[config.mk]
export PLATFORM = sky130hd
export DESIGN_NAME = systolic_result_drain
export DESIGN_NICKNAME = d
export VERILOG_FILES = /design/src/rtl/systolic_pkg.sv /design/src/rtl/systolic_result_drain_sat_narrow.sv /design/src/rtl/systolic_result_drain.sv
export SDC_FILE = /design/constraint.sdc
export NUM_CORES = 1
export LEC_CHECK = 0
export CORE_UTILIZATION = 54
export CTS_BUF_LIST = sky130_fd_sc_hd__clkbuf_8
export DETAILED_ROUTE_END_ITERATION = 6
export PLACE_DENSITY = 0.85
export SYNTH_ARGS = -nofsm -noshare
export SYNTH_HDL_FRONTEND = slang
export SYNTH_SLANG_ARGS = --single-unit
[constraint.sdc]
create_clock -name clk -period 24 [get_ports clk]
set_input_delay 4.8 -clock clk [delete_from_list [all_inputs] [get_ports clk]]
set_output_delay 4.8 -clock clk [all_outputs]
set_load 0.1 [all_outputs]
[src/rtl/systolic_pkg.sv]
// Shared constants and types for the systolic array result path.
package systolic_pkg;

   localparam int unsigned DIM       = 3;
   localparam int unsigned N_ELEM    = DIM * DIM;
   localparam int          ACC_W_DEF = 20;
   localparam int          OUT_W_DEF = 16;

   // Position of the final element (C22) in the row-major drain order
   localparam logic [3:0]  LAST_IDX  = 4'd8;

   typedef enum logic {
      ST_IDLE  = 1'b0,
      ST_DRAIN = 1'b1
   } drain_state_t;

   // Row of a row-major element index; out-of-range indices map to 0
   function automatic logic [1:0] idx_row(input logic [3:0] idx);
      logic [1:0] r;
      r = 2'd0;
      case (idx)
         4'd3, 4'd4, 4'd5: r = 2'd1;
         4'd6, 4'd7, 4'd8: r = 2'd2;
         default:          r = 2'd0;
      endcase
      return r;
   endfunction

   // Column of a row-major element index; out-of-range indices map to 0
   function automatic logic [1:0] idx_col(input logic [3:0] idx);
      logic [1:0] c;
      c = 2'd0;
      case (idx)
         4'd1, 4'd4, 4'd7: c = 2'd1;
         4'd2, 4'd5, 4'd8: c = 2'd2;
         default:          c = 2'd0;
      endcase
      return c;
   endfunction

endpackage

[src/rtl/systolic_result_drain_sat_narrow.sv]
// Unsigned saturating narrower: clamps an ACC_W value to the OUT_W range.
module sat_narrow #(
   parameter int ACC_W = 20,
   parameter int OUT_W = 16
) (
   input  logic [ACC_W-1:0] acc,
   output logic [OUT_W-1:0] narrow,
   output logic             sat
);

   generate
      if (ACC_W > OUT_W) begin : g_clip
         // Any set bit above the output width means the value cannot be represented
         always_comb sat = |acc[ACC_W-1:OUT_W];
      end else begin : g_pass
         // Equal widths: every value fits
         always_comb sat = 1'b0;
      end
   endgenerate

   // Select the clamp value or the low bits
   always_comb narrow = sat ? '1 : acc[OUT_W-1:0];

endmodule

[src/rtl/systolic_result_drain.sv]
// Drains a captured 3x3 accumulator snapshot as a ready/valid stream of
// saturated elements, row-major, one element per handshake.
module systolic_result_drain
   import systolic_pkg::*;
#(
   parameter int ACC_W = ACC_W_DEF,
   parameter int OUT_W = OUT_W_DEF
) (
   input  logic                 clk,
   input  logic                 reset_n,
   input  logic                 done,
   input  logic [9*ACC_W-1:0]   c_flat,
   input  logic                 out_ready,
   output logic                 out_valid,
   output logic [OUT_W-1:0]     out_data,
   output logic [1:0]           out_row,
   output logic [1:0]           out_col,
   output logic                 out_last,
   output logic                 out_sat,
   output logic                 busy,
   output logic                 overrun,
   output logic                 matrix_out
);

   drain_state_t     state, state_nxt;
   logic [3:0]       index, index_nxt;
   logic [ACC_W-1:0] snap [N_ELEM];

   logic             idx_ok;
   logic             hs;
   logic             final_hs;
   logic             capture;
   logic             drop;
   logic [3:0]       rd_idx;
   logic [ACC_W-1:0] rd_val;
   logic [OUT_W-1:0] sat_data;
   logic             sat_flag;

   // Handshake and capture qualifiers shared by state, index and pulse logic
   always_comb begin
      idx_ok   = (index <= LAST_IDX);
      hs       = out_valid & out_ready;
      final_hs = hs & (index == LAST_IDX);
      capture  = done & ((state == ST_IDLE) | final_hs);
      drop     = done & (state == ST_DRAIN) & ~final_hs;
      rd_idx   = idx_ok ? index : '0;
      rd_val   = snap[rd_idx];
   end

   sat_narrow #(
      .ACC_W (ACC_W),
      .OUT_W (OUT_W)
   ) u_sat (
      .acc    (rd_val),
      .narrow (sat_data),
      .sat    (sat_flag)
   );

   // State register
   always_ff @(posedge clk or negedge reset_n) begin
      if (!reset_n) state <= ST_IDLE;
      else          state <= state_nxt;
   end

   // Next-state and next-index logic; a done on the final handshake restarts the drain
   always_comb begin
      state_nxt = state;
      index_nxt = index;
      case (state)
         ST_IDLE: begin
            index_nxt = '0;
            if (done) state_nxt = ST_DRAIN;
         end
         ST_DRAIN: begin
            if (!idx_ok) begin
               state_nxt = ST_IDLE;
               index_nxt = '0;
            end else if (final_hs) begin
               index_nxt = '0;
               if (!done) state_nxt = ST_IDLE;
            end else if (hs) begin
               index_nxt = index + 4'd1;
            end
         end
         default: begin
            state_nxt = ST_IDLE;
            index_nxt = '0;
         end
      endcase
   end

   // Element index and single-cycle status pulses
   always_ff @(posedge clk or negedge reset_n) begin
      if (!reset_n) begin
         index      <= '0;
         overrun    <= 1'b0;
         matrix_out <= 1'b0;
      end else begin
         index      <= index_nxt;
         overrun    <= drop;
         matrix_out <= final_hs;
      end
   end

   // Snapshot bank: decoupled from c_flat once captured, so the array can be refed
   always_ff @(posedge clk) begin
      if (capture) begin
         for (int unsigned i = 0; i < N_ELEM; i++) begin
            snap[i] <= c_flat[i*ACC_W +: ACC_W];
         end
      end
   end

   // Output decode: beat fields are forced to zero whenever no beat is presented
   always_comb begin
      busy      = (state == ST_DRAIN);
      out_valid = (state == ST_DRAIN) && idx_ok;
      out_data  = '0;
      out_row   = 2'd0;
      out_col   = 2'd0;
      out_last  = 1'b0;
      out_sat   = 1'b0;
      if (out_valid) begin
         out_data = sat_data;
         out_row  = idx_row(index);
         out_col  = idx_col(index);
         out_last = (index == LAST_IDX);
         out_sat  = sat_flag;
      end
   end

endmodule

==> flow_summary.ini <==
[power]
power.internal_mw = 0.685
vdd_drop_max_mv = 0.0653
p_clk_share_pct = 17.3
sw_frac_of_total_pct = 46.3
seqPwrFrac_pct = 32.0
p_leak_nw = 3.56
combPwrFrac_pct = 50.7
powerDensity_nw_per_um2 = 124
netSwitchingPower_mw = 0.591

[global_routing]
grt_max_degree = 181
grt_pass1_vias = 5141
antenna_found_initial = 1
grt_pass1_wl_um = 27500
grt_overflow_total = 0
grt_use_total_pct = 26.1

[final_layout]
nNetsFinal = 874
final_area_sq_um = 10300
n_fill_cell = 886
multiInputGateArea_sq_um = 1910
regArea_sq_um = 5580
area_delta_synth_final_pct = 34.7
layout-drive-gt1-share_pct = 8.87

[clock_tree]
root_buffer = clkbuf_8
cts_buffers = 17
ctsHoldBuffers = 0
cts.sinks = 187
clkLatencyLatePin_ns = 0.48
path_clk_slew_ns = 0.09
tritoncts = yes
clk_path_buf_depth = 2
post_cts_buffers = 0
h-tree-depth = 4
cts_resized = 0

[drt]
avgRoutedWirePerCell_um = 21.2
ant_nets = 0
firstDrtPassIters = 6
drt_iter0_drc = 613
vias_per_cell = 5.82
num_vias = 5118
drc_errors = 0
drt_wl_total_um = 18700

[synthesis]
synth.distinct_cells = 46
synth_fp_nets = 671
synth_top_family_by_area = compound AO/OA/AOI/OAI gates
yosys.area_share.simple_pct = 4.54
synth-edff-count = 180
synth_compound_area_share_pct = 12.9
async_reset_ff_share_pct = 3.74
synth_warnings = 0
synth.mux.area_fraction_pct = 6.54
synth-seq-cells = 187
ys.flop_type = edfxtp_1
synthCells = 483
synth_fa_ha_area_share_pct = 0.654
synth_xor_area_share_pct = 0.114
synth_seq_area_share_pct = 72.9
avgSynthCellArea_sq_um = 15.9
syn_area_sq_um = 7660

[placed_design]
placed_area_sq_um = 9890
gp_congestion = 0.975
port-buffer-count = 209
hpwl_um = 12900

[die]
dieHeight_um = 121
die_x_um = 121
core_sq_um = 13900
std_cell_rows = 43
start_util_pct = 55.2
ios = 210
dieArea_sq_um = 14700

[sta]
hold_ws_ns = 0.640
setup_viol = 0
timing.final.crit_share_pct = 42.7
rsz0062_at_grt = no
min_period_ns = 10.26
slew_headroom_pct = 15.0
drv_slew = 0
tightest_slew_ns = 1.27
hold_viol = 0
max_freq_mhz = 97.5
setup_tns_ns = 0
finClkSkew_ns = 0.0192

[worst_setup_path]
critical_path_class = register to output port
start_kind = register
path_max_fanout = 28
cpPeakStageDelay_ns = 1.07
worstPathArrival_ns = 5.46
crit_start = index[3]
worst_setup_path_end_kind = output port
cp_cell_sequence = nand3b_1, nor3_2, a21oi_1, a31oi_2, o211ai_1, clkdlybuf4s50_1
cp_slowest_cell = clkdlybuf4s50_1
worstPathRequired_ns = 19.20
rr_startpoint = index[3]

[run_status]
outcome = finished clean

[run]
drv_cap = 0

[hold_path]
hp-class = register to register
hold_start = index[0]
[per-layer routing]
metal  part of all wire [%]  GRT usage, %  wire (um)  vias to the layer above
met2                     48          41.9       9050                      288
li1                       -             -          -                     2323
met4                    2.9          12.4        536                        0
met3                    7.1          4.70       1320                       37
met1                     42          34.5       7770                     2470
met5                      0             0          0                        -
[flip-flops by register name, summed over array words and instances, names as in the netlist]
signal and count:
matrix_out 1, index 4, snap 180, busy 1
overrun 1
[Yosys cell counts, types with 4 or more instances]
library cell / count / area [sq um]
nor2_1: 31 / 116
nand3_1: 4 / 20.0
buf_6: 4 / 45.0
o211ai_1: 6 / 45.0
buf_1: 4 / 15.0
dfrtp_1: 7 / 175
o21ai_0: 5 / 25.0
nor3_1: 5 / 25.0
ha_1: 4 / 50.1
mux2i_1: 50 / 500
a221o_1: 16 / 160
inv_1: 4 / 15.0
a21oi_1: 74 / 370
and2_1: 4 / 25.0
o221ai_1: 16 / 140
nand2_1: 7 / 26.3
edfxtp_1: 180 / 5410
buf_2: 9 / 45.0
o211ai_2: 10 / 125
clkbuf_1: 12 / 45.0
[cell families (layout without fill, tap and decap cells)]
| logic type | after synthesis | count (layout) |
|---|---|---|
| flip-flops | 187 | 187 |
| AO/OA/AOI/OAI | 138 | 138 |
| AND/OR/NAND/NOR | 67 | 67 |
| multiplexers | 50 | 50 |
| buffers and inverters | 36 | 252 |
| adder cells (fa/ha/maj) | 4 | 4 |
| XOR/XNOR | 1 | 1 |
| other | 0 | 1 |
[power groups by stage]
stage / registers [mW] / clock network, mW / logic [mW]
2_1_floorplan: 0.433 / 0 / 0.482
3_3_place_gp: 0.413 / 0 / 0.634
3_5_place_dp: 0.415 / 0 / 0.643
4_1_cts: 0.407 / 0.223 / 0.645
5_1_grt: 0.410 / 0.235 / 0.676
6_report: 0.408 / 0.221 / 0.647
[through the flow]
step / cells / utilization [%] / setup WS (ns) / power (mW)
after floorplan: 483 / - / 4.87 / 0.915
after global placement: 847 / 71.2 / 14.58 / 1.05
after detailed placement: 847 / 71.2 / 14.33 / 1.06
after CTS: 879 / 74.3 / 13.81 / 1.28
after global routing: 880 / 74.3 / 13.53 / 1.32
final: 880 / 74.3 / 13.75 / 1.28
[path summary, 6_finish.rpt]
| check | cells after the start | end | slack, ns |
|---|---|---|---|
| max | 6 | out_data[3] | 13.75 |
| min | 3 | index[0] | 0.64 |
| max reg2reg | 3 | snap[3][2] | 21.27 |
| min reg2reg | 3 | index[0] | 0.64 |
| max in group asynchronous | 1 | index[0] | 19.06 |
| min in group asynchronous | 1 | index[2] | 4.62 |
[cells in the final DEF (no fill, tap or decap), drive strengths merged, types with 6 or more instances in the layout]
cell type,netlist,layout
nor2,32,32
o211ai,16,16
nor3,6,6
clkbuf,12,17
o21ai,7,7
clkdlybuf4s50,0,209
nand2,8,8
o221ai,16,16
buf,19,6
dfrtp,7,7
a21oi,74,74
clkinv,0,7
a221o,16,16
edfxtp,180,180
mux2i,50,50
inv,5,9
[cell type report]
type,instances,area share [%]
Clock inverter,15,1.84
Multi-Input combinational cell,260,18.5
Sequential cell,187,54.1
Timing Repair Buffer,215,20.8
Antenna cell,1,0.0243
Tap cell,180,2.18
Clock buffer,17,2.27
Inverter,5,0.182
[worst max-delay path: cells and delay by family (launching register included)]
kind	cells	cell delay, ns
compound gates	3	1.41
buf+inv	1	1.07
flops	1	1.02
simple gates	2	1.47
(Power assumes the default switching activity.)
